--- config.mk ---
export PLATFORM = sky130hd
export DESIGN_NAME = carry_increment_adder
export DESIGN_NICKNAME = d
export VERILOG_FILES = /design/src/rtl/carry_increment_adder.sv
export SDC_FILE = /design/constraint.sdc
export NUM_CORES = 1
export LEC_CHECK = 0
export BUFFER_PORTS_ARGS = -buffer_cell sky130_fd_sc_hd__buf_4
export CORE_ASPECT_RATIO = 1.1
export CORE_UTILIZATION = 48
export CTS_BUF_LIST = sky130_fd_sc_hd__clkbuf_2
export DETAILED_ROUTE_END_ITERATION = 10
export PLACE_DENSITY_LB_ADDON = 0.1
export SLEW_MARGIN = 20
export SYNTH_ARGS = -nofsm -noshare
export SYNTH_HDL_FRONTEND = slang
export SYNTH_SLANG_ARGS = --single-unit
export TNS_END_PERCENT = 100
--- constraint.sdc ---
create_clock -name clk -period 0.8 [get_ports clk]
set_input_delay 0.16 -clock clk [delete_from_list [all_inputs] [get_ports clk]]
set_output_delay 0.16 -clock clk [all_outputs]
set_load 0.01 [all_outputs]
--- src/rtl/carry_increment_adder.sv ---
`default_nettype none
// ============================================================================
// Module   : carry_increment_adder
// Brief    : 32-bit carry-increment adder (8 x 4-bit blocks), registered
//            sum/cout; optional signed-overflow output via CIA_OVERFLOW_EN.
// Revision : 1.0 - initial release
// ============================================================================
module carry_increment_adder (
    input  logic        clk,
    input  logic        rst_n,
    input  logic [31:0] in1,
    input  logic [31:0] in2,
    input  logic        cin,
    output logic [31:0] sum,
    output logic        cout
`ifdef CIA_OVERFLOW_EN
    ,
    output logic        ovf
`endif
);

    localparam int C_NBLK = 8;
    localparam int C_BW   = 4;

    logic [C_NBLK:0] w_c;
    logic [31:0]     sum_d;
    logic [31:0]     sum_q;
    logic            cout_d;
    logic            cout_q;

    genvar k, b;
    generate
        for (k = 0; k < C_NBLK; k++) begin : g_blk
            logic [C_BW:0]   w_rc;
            logic [C_BW-1:0] w_s0;

            // Per-block ripple adder built from full-adder cells
            for (b = 0; b < C_BW; b++) begin : g_bit
                logic w_a;
                logic w_b;
                assign w_a           = in1[C_BW*k+b];
                assign w_b           = in2[C_BW*k+b];
                assign w_s0[b]       = w_a ^ w_b ^ w_rc[b];
                assign w_rc[b+1]     = (w_a & w_b) | (w_rc[b] & (w_a ^ w_b));
            end

            if (k == 0) begin : g_ripple
                assign w_rc[0]    = w_c[0];
                assign sum_d[3:0] = w_s0;
                assign w_c[1]     = w_rc[C_BW];
            end else begin : g_incr
                logic [C_BW-1:0] w_t;
                assign w_rc[0] = 1'b0;
                assign w_t[0]  = w_c[k];
                for (b = 1; b < C_BW; b++) begin : g_tchain
                    assign w_t[b] = w_t[b-1] & w_s0[b-1];
                end
                for (b = 0; b < C_BW; b++) begin : g_hsum
                    assign sum_d[C_BW*k+b] = w_s0[b] ^ w_t[b];
                end
                // Incoming carry passes through only when the partial sum is all ones
                assign w_c[k+1] = w_rc[C_BW] | (w_c[k] & (w_s0 == 4'hF));
            end
        end
    endgenerate

    assign w_c[0] = cin;
    assign cout_d = w_c[C_NBLK];

`ifdef CIA_OVERFLOW_EN
    logic ovf_d;
    logic ovf_q;
    assign ovf_d = (in1[31] == in2[31]) & (sum_d[31] != in1[31]);
`endif

    always_ff @(posedge clk or negedge rst_n) begin
        if (!rst_n) begin
            sum_q  <= 32'h0;
            cout_q <= 1'b0;
`ifdef CIA_OVERFLOW_EN
            ovf_q  <= 1'b0;
`endif
        end else begin
            sum_q  <= sum_d;
            cout_q <= cout_d;
`ifdef CIA_OVERFLOW_EN
            ovf_q  <= ovf_d;
`endif
        end
    end

    assign sum  = sum_q;
    assign cout = cout_q;
`ifdef CIA_OVERFLOW_EN
    assign ovf  = ovf_q;
`endif

endmodule
`default_nettype wire

==> impl_metrics.json, run 1 <==
{
  "place_congestion": 0.740,
  "root_buffer": "clkbuf_2",
  "fin_nets": 421,
  "max_slew_margin_pct": 70.9,
  "portBuffers": 99,
  "rsz0062_at_grt": "true",
  "final_cell_mix": "buf_4, inv_1, buf_6",
  "critical_path.max_fanout": 2,
  "final_common_cell": "buf_4",
  "hold_depth": 2,
  "drc": 0,
  "grt_max_degree": 34,
  "fillerInstances": 216,
  "die_area_sq_um": 4720,
  "endpoint_kind": "flop",
  "start_util_pct": 49.9,
  "max_freq_mhz": 368,
  "post_drt_wl_per_cell_um": 15.8,
  "cts_made_buffers": 5,
  "worst_slack_ps": -1920,
  "clk_pin_slew_ps": 180,
  "status": "finished with violations",
  "grt_overflow": 0,
  "failed_checks": "setup timing",
  "area_delta_synth_final_pct": 75.5,
  "dr.pass1.iters": 7,
  "row_count": 25,
  "ir_drop_mv": 1.10,
  "tightestPinTransition_ps": 437,
  "fin_total_pwr_mw": 6.48,
  "drive_above_1_share_pct": 60.9,
  "min_path_type": "input port to flop",
  "grt_pass1_wl_mm": 8.68,
  "power.leakage_nw": 1.84,
  "p_per_area_nw_per_um2": 1730,
  "setup_viol": 65,
  "dieHeight_um": 72.0,
  "synthCells": 168,
  "vias": 1698,
  "dieWidth_um": 65.6,
  "min-delay-start": "in2[2]",
  "tritoncts": "done",
  "max_cap_violations": 0,
  "critPathLaunchType": "input port",
  "ioPinCount": 100,
  "hold_viol_final": 0,
  "grt_pass1_vias": 1923,
  "worst_ep_required_time_ps": 1080,
  "wirelength_mm": 5.62,
  "crit_start": "cin",
  "grt_antenna_before_repair": 0,
  "dp_worst_setup_slack_ps": -2480,
  "antenna_left": 0,
  "drv_slew": 0,
  "avgSynthCellArea_sq_um": 12.7,
  "critPathKind": "input port to flop",
  "synth.distinct_cells": 24,
  "timing.final.crit_share_pct": 340,
  "seq_area_frac_synth_pct": 38.6,
  "dpl.hpwl_mm": 4.00,
  "antenna_cells": 0,
  "ys_warn_count": 0,
  "synth_seq_cells": 33,
  "post-route-min-period_ps": 2720,
  "core_area_sq_um": 4290,
  "fin_area_sq_um": 3750,
  "clkSinkCount": 33,
  "drt_iter0_drc": 55,
  "viasPerCell": 4.77,
  "crit_arrival_ps": 3000,
  "grt_use_total_pct": 25.6,
  "synth_nets": 288,
  "dpl_cell_area_sq_um": 3310,
  "cts_buffer_depth": 2,
  "syn_area_sq_um": 2140,
  "htreeDepth": 2
}
==> power by group <==
group          leakage, nW  switching (mW)  internal [mW]
registers            0.385           0.190           2.06
logic                 1.42            1.25           1.85
clock network       0.0406           0.592          0.534
==> flip-flops by register name (all words and copies together), names as in the netlist <==
| name | cells |
|---|---|
| sum | 32 |
| cout | 1 |
==> logic make-up (layout without fill, tap and decap cells) <==
kind of cell	Yosys count	in the layout	synth area share, %
fa+ha+maj	53	53	39.8
compound gates	8	8	3.22
xor+xnor	7	7	2.87
flops	33	33	38.6
simple gates	16	16	6.50
buf+inv	51	185	8.96
==> final timing paths <==
check | endpoint | slack [ps]
max | sum[27] | -1920
min | sum[2] | 60
max in group asynchronous | sum[25] | 250
min in group asynchronous | sum[0] | 220
==> routing by layer <==
layer | vias up | GRT usage (%) | wire [um]
met5 | - | 0 | 0
met4 | 0 | 9.90 | 111
met3 | 12 | 6.29 | 392
met2 | 74 | 49.2 | 3300
met1 | 838 | 25.7 | 1820
li1 | 774 | - | -
==> cells in the mapped netlist, drive strengths merged <==
cell type	instances	area (sq um)
xor2	2	17.5
inv	51	191
a21boi	2	15.0
nor2	2	10.0
nand3	1	5.00
a211oi	1	12.5
nor4b	1	23.8
xnor2	5	43.8
a21o	1	7.51
nand2	4	15.0
fa	25	500
and4bb	5	62.6
dfrtp	33	826
ha	28	350
nand4	1	6.26
nand2b	1	6.26
o21bai	1	11.3
o21ai	2	10.0
o22ai	1	12.5
nor3	1	10.0
==> cell type report <==
type / count / area [sq um] / share of cell area (%)
Clock inverter: 2 / 33.8 / 0.901
Tap cell: 54 / 67.6 / 1.80
Multi-Input combinational cell: 84 / 1490 / 39.7
Inverter: 51 / 191 / 5.11
Timing Repair Buffer: 126 / 1110 / 29.7
Clock buffer: 6 / 30.0 / 0.801
Sequential cell: 33 / 826 / 22.0
==> worst max-delay path: stages <==
cell	delay [ps]
buf_6	100
fa_2	380
fa_2	350
fa_2	370
fa_2	400
a211oi_4	310
nor2_4	80
a21boi_2	180
o21ai_2	90
ha_4	170
ha_4	160
ha_4	150
xnor2_2	110
==> per-stage QoR <==
| stage | utilization [%] | setup TNS, ps | hold WS (ps) | instances |
|---|---|---|---|---|
| global placement | 77.2 | -61900 | 138 | 342 |
| floorplan | - | -54340 | -136 | 168 |
| finish | 87.5 | -58230 | 56.7 | 356 |
| global route | 87.5 | -60510 | 46.4 | 356 |
| detailed placement | 77.2 | -64020 | 135 | 342 |
| CTS | 85.9 | -56150 | 67.1 | 353 |
==> timing repair <==
| action | 4_1_cts | 5_1_grt |
|---|---|---|
| buffers inserted | 5 | 3 |
| hold endpoints to repair | 33 | 0 |
| gates resized for setup | 64 | 10 |
| endpoints found under the setup margin | 65 | 65 |
| pin swaps | 28 | 11 |
| hold buffers | 1 | 0 |
(Power assumes the default switching activity.)
==> run 2, diff against run 1 <==
--- a/config.mk
+++ b/config.mk
@@ -5,6 +5,7 @@
 export SDC_FILE = /design/constraint.sdc
 export NUM_CORES = 1
 export LEC_CHECK = 0
+export ABC_AREA = 1
 export BUFFER_PORTS_ARGS = -buffer_cell sky130_fd_sc_hd__buf_4
 export CORE_ASPECT_RATIO = 1.1
 export CORE_UTILIZATION = 48
==> run 2 against run 1 <==
  * The run still ends with setup timing left
  * Final area down 3.6%
  * Combinational power rose by 2%
  * Core utilization grew 1.7 points
  * Critical path depth increased by 10
  * Synthesized cell count rose by 2.4%
  * Final cell count is 0.84% higher
  * First-iteration DRC count shrank 53%
  * Largest cell class unchanged
  * Largest power group unchanged
==> impl_metrics.json, run 2 <==
{
  "synth_seq_cells": 33,
  "antenna_left": 0,
  "cts_made_buffers": 5,
  "drive_above_1_share_pct": 60.9,
  "tritoncts": "done",
  "cts_hold_buf": 1,
  "clk_pin_slew_ps": 180,
  "tightestPinTransition_ps": 441,
  "max_cap_violations": 0,
  "max_slew_margin_pct": 70.6,
  "fin_util_pct": 89.2,
  "setup_viol": 65,
  "row_count": 24,
  "crit_arrival_ps": 3280,
  "endpoint_kind": "flop",
  "worst_ep_required_time_ps": 1110,
  "antenna_cells": 0,
  "dr.max_layer_used": "met4",
  "rsz0062_at_grt": "true",
  "grt_pass1_vias": 2092,
  "p_per_area_nw_per_um2": 1720,
  "area_delta_synth_final_pct": 73.2,
  "ir_drop_mv": 1.44,
  "wirelength_mm": 6.28,
  "wl_met1_mm": 2.03,
  "grt_max_degree": 34,
  "route.met2.wl_mm": 3.73,
  "root_buffer": "clkbuf_2",
  "drt_iter0_drc": 26,
  "max_stage_delay_ps": 380,
  "die_area_sq_um": 4620,
  "final_cell_mix": "buf_4, inv_1, buf_6",
  "crit_buf_inv": 2,
  "synthCells": 172,
  "dpl.hpwl_mm": 3.90,
  "min-delay-start": "in2[2]",
  "grt_use_total_pct": 30.6,
  "hold_viol_final": 0,
  "vias": 1707,
  "start_util_pct": 51.5,
  "ys_warn_count": 0,
  "post-route-min-period_ps": 2960,
  "critical_path.max_fanout": 2,
  "clkSinkCount": 33,
  "core_area_sq_um": 4050,
  "fin_total_pwr_mw": 6.22,
  "min_path_type": "input port to flop",
  "grt_overflow": 0,
  "drv_slew": 0,
  "drc": 0,
  "cts_buffer_depth": 2,
  "htreeDepth": 2,
  "portBuffers": 99,
  "netlist_top_cells_area": "dfrtp_1, fa_1, ha_1",
  "critPathLaunchType": "input port",
  "yosys_most_used_dff": "dfrtp_1",
  "yosysTopAreaCell": "dfrtp_1",
  "fin_setup_tns_ps": -58270,
  "ioPinCount": 100,
  "critPathKind": "input port to flop",
  "routed-wl-met3_um": 403,
  "fin_nets": 426,
  "cp_cell_sequence": "buf_6 > fa_2 > fa_2 > fa_2 > fa_2 > nand2_2 > inv_2 > nand3_2 > nand2_2 > nand2_2 > nand2_2 > nand2_2 > nand2_2 > nand2_2 > nand2_2 > nand2_2 > nand2_4 > nand2_2 > nand2_2 > ha_4 > ha_4 > ha_4 > xor2_2",
  "post_drt_wl_per_cell_um": 17.5,
  "largest_reg_flops": 32,
  "max_freq_mhz": 337,
  "dr.pass1.iters": 4,
  "failed_checks": "setup timing",
  "worst_slack_ps": -2160,
  "synth_edf_count": 0,
  "syn_area_sq_um": 2090,
  "ys_top_cells_by_count": "inv_1, dfrtp_1, ha_1, fa_1",
  "synth.distinct_cells": 12,
  "timing.final.crit_share_pct": 371,
  "synth_nets": 292,
  "synth.most_common_cell": "inv_1",
  "crit_start": "in1[0]",
  "dieHeight_um": 71.2,
  "dieWidth_um": 64.9,
  "avgSynthCellArea_sq_um": 12.1,
  "final_common_cell": "buf_4",
  "seq_area_frac_synth_pct": 39.5,
  "grt_antenna_before_repair": 0,
  "status": "finished with violations",
  "slowest_stage": "fa_2",
  "viasPerCell": 4.75,
  "cp_common_cell": "nand2_2",
  "grt_pass1_wl_mm": 10.0,
  "crit_family": "adder cells",
  "synth.top_cell.area_share_pct": 39.5,
  "power.leakage_nw": 1.81,
  "synth_async_sr_flop_share_pct": 100,
  "place_congestion": 0.781
}
run 2: changes by cell type after synthesis, moves of 2 or more:
cell | previous run | this run
nand2_1 | 4 | 11
inv_1 | 51 | 45
nand2_2 | 0 | 11
inv_2 | 0 | 4
nor2_1 | 1 | 3
and4bb_1 | 2 | 0
nor3_2 | 1 | 4
and4bb_2 | 3 | 0
run 2: cells by family after synthesis:
kind of cell / Yosys count / share of synthesized area, %
adder cells (fa/ha/maj): 53 / 40.7
buffers and inverters: 49 / 8.81
flip-flops: 33 / 39.5
AND/OR/NAND/NOR: 30 / 7.97
XOR/XNOR: 7 / 2.94
run 2: stage by stage:
| stage | setup slack (ps) | cells | area [sq um] | hold WS [ps] |
|---|---|---|---|---|
| 3_3_place_gp | -2490 | 346 | 3150 | 134 |
| 5_1_grt | -2200 | 359 | 3620 | -11.5 |
| 2_1_floorplan | -2280 | 172 | 2170 | -136 |
| 4_1_cts | -2000 | 359 | 3600 | 47.4 |
| 6_report | -2160 | 359 | 3620 | 47.8 |
| 3_5_place_dp | -2550 | 346 | 3150 | 129 |
run 2: what timing repair did:
action,4_1_cts,5_1_grt
endpoints found under the setup margin,65,65
endpoints found under the hold margin,33,1
pin swaps,22,7
setup buffers,5,2
resized for setup,71,5
run 2: path summary, 6_finish.rpt:
| path | cells past startpoint | slack (ps) | endpoint |
|---|---|---|---|
| setup / recovery | 23 | -2160 | sum[31] |
| hold / removal | 2 | 50 | sum[2] |
| max in group asynchronous | 2 | 270 | sum[1] |
| min in group asynchronous | 2 | 220 | sum[2] |
run 2: layout make-up:
class	instances	area (sq um)
clock buffers	5	25.0
clock inverters	3	12.5
fillers	187	438
inverters	49	184
multi-input cells	90	1410
flip-flops and latches	33	826
well taps	52	65.1
repair buffers	127	1090
run 2: where the power goes:
group          switching (mW)  internal (mW)
Clock                   0.614          0.191
Sequential              0.202           2.06
Combinational            1.33           1.83
Total                    2.14           4.08
run 2: layer usage:
layer	vias to the layer above	global-route usage, %
met3	11	9.19
met4	0	8.40
li1	770	-
met5	-	0
met1	856	29.9
met2	70	60.3
